[config.mk]
export PLATFORM = sky130hd
export DESIGN_NAME = alu_wb_buffer
export DESIGN_NICKNAME = d
export VERILOG_FILES = /design/src/rtl/alu_wb_buffer_pkg.sv /design/src/rtl/alu_wb_buffer.sv
export SDC_FILE = /design/constraint.sdc
export NUM_CORES = 1
export LEC_CHECK = 0
export ABC_AREA = 1
export BUFFER_PORTS_ARGS = -buffer_cell sky130_fd_sc_hd__buf_4
export CAP_MARGIN = 20
export CORE_MARGIN = 1.5
export CORE_UTILIZATION = 40
export DETAILED_ROUTE_END_ITERATION = 6
export PLACE_DENSITY_LB_ADDON = 0.08
export SYNTH_ARGS = -nofsm -noshare
export SYNTH_HDL_FRONTEND = slang
export SYNTH_SLANG_ARGS = --single-unit
[constraint.sdc]
create_clock -name clk_i -period 5.4 [get_ports clk_i]
set_input_delay 0.81 -clock clk_i [delete_from_list [all_inputs] [get_ports clk_i]]
set_output_delay 0.81 -clock clk_i [all_outputs]
set_load 0.05 [all_outputs]
[src/rtl/alu_wb_buffer_pkg.sv]
// Shared types and defaults for the ALU writeback staging buffer.
// Holds the result-entry layout and the modulo pointer helper.
package alu_wb_buffer_pkg;

  localparam int unsigned DEFAULT_XLEN          = 64;
  localparam int unsigned DEFAULT_TRANS_ID_BITS = 3;

  typedef struct packed {
    logic [DEFAULT_XLEN-1:0]          result;
    logic                             branch_res;
    logic [DEFAULT_TRANS_ID_BITS-1:0] trans_id;
  } alu_wb_entry_t;

  // Works for any depth, not only powers of two.
  function automatic int unsigned ptr_wrap_inc(input int unsigned ptr, input int unsigned depth);
    return (ptr + 1 >= depth) ? 0 : ptr + 1;
  endfunction

endpackage

[src/rtl/alu_wb_buffer.sv]
// In-order result staging FIFO between the ALU and the writeback port, with flush.
// Define ALU_WB_BYPASS_EN to forward a result combinationally when the buffer is empty.
module alu_wb_buffer
  import alu_wb_buffer_pkg::*;
#(
  parameter int unsigned DEPTH         = 2,
  parameter int unsigned XLEN          = DEFAULT_XLEN,
  parameter int unsigned TRANS_ID_BITS = DEFAULT_TRANS_ID_BITS,
  localparam int unsigned CNT_W        = $clog2(DEPTH + 1)
) (
  input  logic                     clk_i,
  input  logic                     rst_i,
  input  logic                     flush_i,
  input  logic                     alu_valid_i,
  output logic                     alu_ready_o,
  input  logic [XLEN-1:0]          alu_result_i,
  input  logic                     alu_branch_res_i,
  input  logic [TRANS_ID_BITS-1:0] alu_trans_id_i,
  output logic                     wb_valid_o,
  input  logic                     wb_ready_i,
  output logic [XLEN-1:0]          wb_result_o,
  output logic                     wb_branch_res_o,
  output logic [TRANS_ID_BITS-1:0] wb_trans_id_o,
  output logic [CNT_W-1:0]         count_o
);

  localparam int unsigned PTR_W = (DEPTH > 1) ? $clog2(DEPTH) : 1;

  // Same layout as alu_wb_entry_t, sized by this instance's parameters.
  typedef struct packed {
    logic [XLEN-1:0]          result;
    logic                     branch_res;
    logic [TRANS_ID_BITS-1:0] trans_id;
  } entry_t;

  entry_t           mem_q [DEPTH];
  logic [PTR_W-1:0] rd_ptr_q, wr_ptr_q;
  logic [CNT_W-1:0] count_q;

  entry_t in_entry, head;
  logic   empty, full, push, pop;

  assign in_entry = '{result: alu_result_i, branch_res: alu_branch_res_i, trans_id: alu_trans_id_i};
  assign empty    = (count_q == '0);
  assign full     = (count_q == CNT_W'(DEPTH));

  assign alu_ready_o = ~full & ~rst_i;
  assign count_o     = count_q;

`ifdef ALU_WB_BYPASS_EN
  logic bypass;
  assign bypass = empty & alu_valid_i & ~flush_i & ~rst_i;
`endif

  always_comb begin
    // NOTE: every signal driven here gets a default first so no path can infer a latch.
    wb_valid_o = ~empty & ~flush_i;
    head       = mem_q[rd_ptr_q];
    pop        = wb_valid_o & wb_ready_i;
    push       = alu_valid_i & alu_ready_o;
`ifdef ALU_WB_BYPASS_EN
    // Empty buffer: the live ALU result is the head; store it only if writeback stalls.
    if (bypass) begin
      wb_valid_o = 1'b1;
      head       = in_entry;
      pop        = 1'b0;
      push       = ~wb_ready_i;
    end
`endif
  end

  assign wb_result_o     = head.result;
  assign wb_branch_res_o = head.branch_res;
  assign wb_trans_id_o   = head.trans_id;

  always_ff @(posedge clk_i or posedge rst_i) begin
    if (rst_i) begin
      rd_ptr_q <= '0;
      wr_ptr_q <= '0;
      count_q  <= '0;
      // NOTE: the storage is reset too, because the head is visible on wb_* and must read 0 in reset.
      for (int i = 0; i < int'(DEPTH); i++) mem_q[i] <= '0;
    end else if (flush_i) begin
      rd_ptr_q <= '0;
      wr_ptr_q <= '0;
      count_q  <= '0;
    end else begin
      // NOTE: state updates use non-blocking assignments so every register samples pre-edge values.
      if (push) begin
        mem_q[wr_ptr_q] <= in_entry;
        wr_ptr_q        <= PTR_W'(ptr_wrap_inc(int'(wr_ptr_q), DEPTH));
      end
      if (pop) rd_ptr_q <= PTR_W'(ptr_wrap_inc(int'(rd_ptr_q), DEPTH));
      case ({push, pop})
        2'b10:   count_q <= count_q + CNT_W'(1);
        2'b01:   count_q <= count_q - CNT_W'(1);
        default: count_q <= count_q;
      endcase
    end
  end

endmodule

# Yosys cells after proc, flatten, opt, wreduce, memory -nomap -nowiden
# Cells that the tools add are included.
[word_totals]
elab_cells = 51
register_bits = 140
inputBits = 73
[classes]
n_mux = 14
eq_ne = 3
order_cmp = 5
bitwise_logic = 10
n_addsub = 4
reduce_logical = 6
[ops]
columns = ["op", "n"]
rows = [
  ["68-bit 2-to-1 mux", 4],
  ["136-bit bitwise mux", 1],
  ["68-bit demux with 1-bit select", 1],
  ["2-bit >= comparator, second input constant", 4],
  ["1-bit 2-to-1 mux", 6],
  ["1-bit by 1-bit adder with 2-bit output, second input constant", 2],
  ["1-bit bitwise AND", 4],
  ["2-bit equality test, second input constant", 2],
  ["1-bit inverter", 4],
  ["1-bit inverter with 2-bit output", 2],
  ["2-bit one-hot mux with 2 select lines", 1],
  ["2-bit nonzero test", 2],
  ["3-bit nonzero test", 1],
  ["2-bit by 1-bit adder with 2-bit output, second input constant", 1],
  ["2-bit by 1-bit equality test with 1-bit output, second input constant", 1],
  ["2-bit logical NOT", 1],
  ["2-bit by 1-bit < comparator with 1-bit output, second input constant", 1],
  ["2-bit 2-to-1 mux", 1],
  ["2-bit AND reduction", 1],
  ["2-bit by 1-bit subtractor with 2-bit output, second input constant", 1],
  ["1-bit logical AND", 1],
]

# Longest topological paths before layout
[logic_depth]
word_depth = 7
depth_mapped = 10

# Worst setup path after synthesis
# OpenSTA, ideal clock, no wires.
[synth_path]
kind = "input -> output"
from = "input port rst_i"
to = "output port alu_ready_o"
t_arrival_ns = 4.446
slack_ns = 0.144
path_stages = 3
n_path_buf = 0
cell_sequence = "inv_1 -> nand2_2 -> inv_1"
[synth_between]
elab_chain_cells = 2
[synth_lines]
columns = ["element", "line", "rtl"]
rows = [
  ["start, declared", "alu_wb_buffer.sv:12", "input logic rst_i,"],
  ["1-bit inverter", "alu_wb_buffer.sv:47", "assign alu_ready_o = ~full & ~rst_i;"],
  ["1-bit bitwise AND", "alu_wb_buffer.sv:47", ""],
  ["end, declared", "alu_wb_buffer.sv:15", "output logic alu_ready_o,"],
]
# Every way passes these cells.

# Worst setup path after layout
[layout_path]
from = "input port rst_i"
to = "register mem_q[37] in the netlist's numbering"
[layout_between]
elab_chain_cells = 4
[layout_lines]
columns = ["element", "line", "rtl"]
rows = [
  ["1-bit inverter", "alu_wb_buffer.sv:47", ""],
  ["1-bit bitwise AND", "alu_wb_buffer.sv:47", ""],
  ["1-bit bitwise AND", "alu_wb_buffer.sv:60", "push = alu_valid_i & alu_ready_o;"],
  ["2-bit AND reduction (no line)", "-", ""],
  ["end signal, assigned by index", "alu_wb_buffer.sv:90", "mem_q[wr_ptr_q] <= in_entry;"],
  ["end, declared", "alu_wb_buffer.sv:36", "entry_t mem_q [DEPTH];"],
]
# Every way passes these cells.
# A chain may end at the register's enable or synchronous reset.

==> summary.md <==
| Metric | Value |
|---|---|
| Yosys warnings | 0 |
| Largest net degree at the start of global routing | 95 |
| WHS | 0.477 ns |
| Mux cell area share after synthesis | 12.5% |
| Type of the worst setup path | input pin to flop |
| Clock tree buffer depth | 2 |
| DR iter-0 viols | 269 |
| Synth top cells by count | 147 x nand2_1, 140 x dfrtp_1, 74 x inv_1, 70 x o21ai_1 |
| # diodes | 0 |
| RR Startpoint | count_o[0]$_DFFE_PP0P_ |
| Switching share of power | 41.0% |
| Crit. End Element | flop |
| Sequential share of power | 35.8% |
| Most used DFF post-synth | dfrtp_1 |
| Syn_nets | 693 |
| Die area | 16,000 sq um |
| Register area | 3510 sq um |
| Fraction of the mapped netlist area in simple logic gates | 10.5% |
| Synth cell types | 19 |
| Dominant cell type by area after synthesis | dfrtp_1 |
| Post-Synth Adder-Cell Area | 0% |
| Worst slew margin | 32.2% |
| Port Buffers | 144 |
| Synth area leaders | dfrtp_1 57%, mux2_2 13%, nand2_1 9.0%, o21ai_1 5.7%, o21ai_0 5.6% |
| DIE WIDTH | 127 um |
| Detailed placement HPWL | 8490 um |
| Post-Syn Instances | 620 |
| Worst Hold Launch | mem_q[92]$_DFFE_PP0P_ |
| Reg2Reg Setup Slack | 2.90 ns |
| Area of the mapped netlist | 6120 sq um |
| Worst-Margin Slew | 1.02 ns |
| Clock Latency Late Sink | 0.41 ns |
| DP Area | 7240 sq um |
| Share of the synthesized area in the top cell type | 57.3% |
| Mean routed wirelength per cell | 14.1 um |
| Clk slew on worst S/H paths | 0.06 ns |
| CTS tree | yes |
| MaxCap Viol Count | 0 |
| Routed WL | 13,400 um |
| Final instance area | 7780 sq um |
| Async S/R FF share, synth | 100% |
| #FFs+latches synth | 140 |
| RSZ-0062 raised after global routing | false |
| Final setup fails | 0 |
| Fill count | 1,431 |
| Vias | 4,480 |
| Internal power | 2.87 mW |
| F_max | 0.331 GHz |
| Total CTS buffers | 17 |
| Total GRT Usage | 17.9% |
| Clock Sink Count | 140 |
| Hold path endpoint | mem_q[92]$_DFFE_PP0P_ |
| Status | finished clean |
| Routability congestion estimate | 0.728 |
| Std cell rows | 45 |
| Area delta synth->final | 27.1% |
| CTS H-tree lvls | 4 |
| Maximum vdd drop | 262 uV |
| Multi-input gate area | 2110 sq um |
| Antenna Violating Nets Remaining | 0 |
| Setup TNS | 0 ns |
| Cells on worst reg2reg path | 8 |
| Gate power share | 42.4% |
| Fin nets | 822 |
| Post-CTS Setup Bufs | 0 |
| Sequential area share after synthesis | 57.3% |
| First-pass GRT wire length | 22,600 um |
| Sw power | 2.00 mW |
| Die Y | 127 um |
| Vias in the first global route | 4,585 |
| Static Leak | 4.04 nW |
| WHS Path Cells | 2 |
| XOR/XNOR share of the synthesized area | 0.143% |
| Compound-Gate Fraction of Synth Area | 11.3% |
| DRC Markers | 0 |
| Initial Util | 40.5% |
| Gr ovfl total | 0 |
| Worst EP arrival | 3.30 ns |
| Vias/cell | 4.73 |
| Hold WC Path Type | flop to flop |
| Clk pwr share | 21.7% |
| 1st-pass router iterations | 4 |
| Avg Inst Size Synth | 9.87 sq um |
| Pwr dens | 625 nW/um^2 |
| Clock root buffer | clkbuf_16 |
| Crit path launch | rst_i |
| Maximum fanout along the worst path | 89 |
| Fin. Hold Viols | 0 |
| Largest family of logic cells by synthesized area | multiplexers |
| Initial antenna violation count | 0 |
| Final Max Slew Viols | 0 |
| Resized Gates After CTS | 0 |
| Critical Path Start Type | input pin |
| Fin crit period | 3.02 ns |
| Skew final | 0.00496 ns |
| Top Ports | 145 |
| Final period utilization | 56.0% |
| EDFF count, synth | 0 |
| CTS Hold Buffers Added | 0 |
| RR Endpoint | mem_q[37]$_DFFE_PP0P_ |
| Most numerous cell in the Yosys netlist | nand2_1 |
| Critical path data required time | 5.68 ns |
| Layout cell share with drive strength beyond 1 | 32.8% |
| Core Area | 15,100 sq um |
[area by class of cell]
type	count	area share, %
multi-input cells	368	27.1
well taps	188	3.02
repair buffers	147	14.2
clock inverters	8	0.901
clock buffers	22	5.97
flip-flops and latches	140	45.1
inverters	75	3.68
[power groups by stage]
stage | clock network, mW | logic (mW) | registers (mW)
6_report | 1.06 | 2.06 | 1.74
5_1_grt | 1.14 | 2.22 | 1.81
4_1_cts | 1.08 | 2.09 | 1.75
3_5_place_dp | 0 | 2.08 | 1.76
3_3_place_gp | 0 | 2.05 | 1.73
2_1_floorplan | 0 | 1.68 | 1.65
[worst max-delay path by stage]
stage,to,slack [ns],depth (start not counted)
after floorplan,alu_ready_o,0.14,3
after global placement,mem_q[1]$_DFFE_PP0P_,1.95,8
after detailed placement,mem_q[37]$_DFFE_PP0P_,1.89,8
after CTS,mem_q[3]$_DFFE_PP0P_,2.33,8
after global routing,mem_q[2]$_DFFE_PP0P_,2.04,8
final,mem_q[37]$_DFFE_PP0P_,2.38,8
[logic make-up after synthesis]
logic type	after synthesis
buf+inv	112
compound gates	138
mux	68
flops	140
xor+xnor	1
simple gates	161
[stage by stage]
step	cells	setup WS [ns]	power (mW)	utilization [%]
CTS	948	2.33	4.92	51.5
global placement	918	1.95	3.78	48.0
floorplan	620	0.144	3.33	-
detailed placement	918	1.89	3.83	48.0
global route	948	2.04	5.16	51.5
finish	948	2.38	4.86	51.5
[per-layer routing]
metal  vias to the layer above  share of wire, %  track usage, %
li1                       2256                 -               -
met1                      2088                46            23.8
met2                       124                46            27.8
met3                        12               6.3            5.53
met4                         0               1.2            6.62
met5                         -                 0               0
[placed cells by master, fill, tap and decap left out, types with 2 or more instances in the layout]
cell type   instances
buf_4             147
clkbuf_1            3
clkbuf_16          17
clkbuf_8            2
clkinv_2            5
clkinvlp_4          2
dfrtp_1           139
inv_1              73
mux2_2             68
nand2_1           147
nand3_1             3
nand4_1             2
nor2_1              4
o21ai_0            68
o21ai_1            70
[state kept, by name (all words and copies together) (netlist names)]
signal,count
rd_ptr_q,1
count_o,2
mem_q,136
wr_ptr_q,1
[worst max-delay path, stage by stage]
cell and delay (ns):
buf_4 0.12, inv_6 0.47, nand2_2 0.17, nor2_4 0.19, nand3_4 0.72, buf_4 0.58
nand2_1 0.12, o21ai_1 0.08
Note: power is estimated with default switching activity, not from simulation.
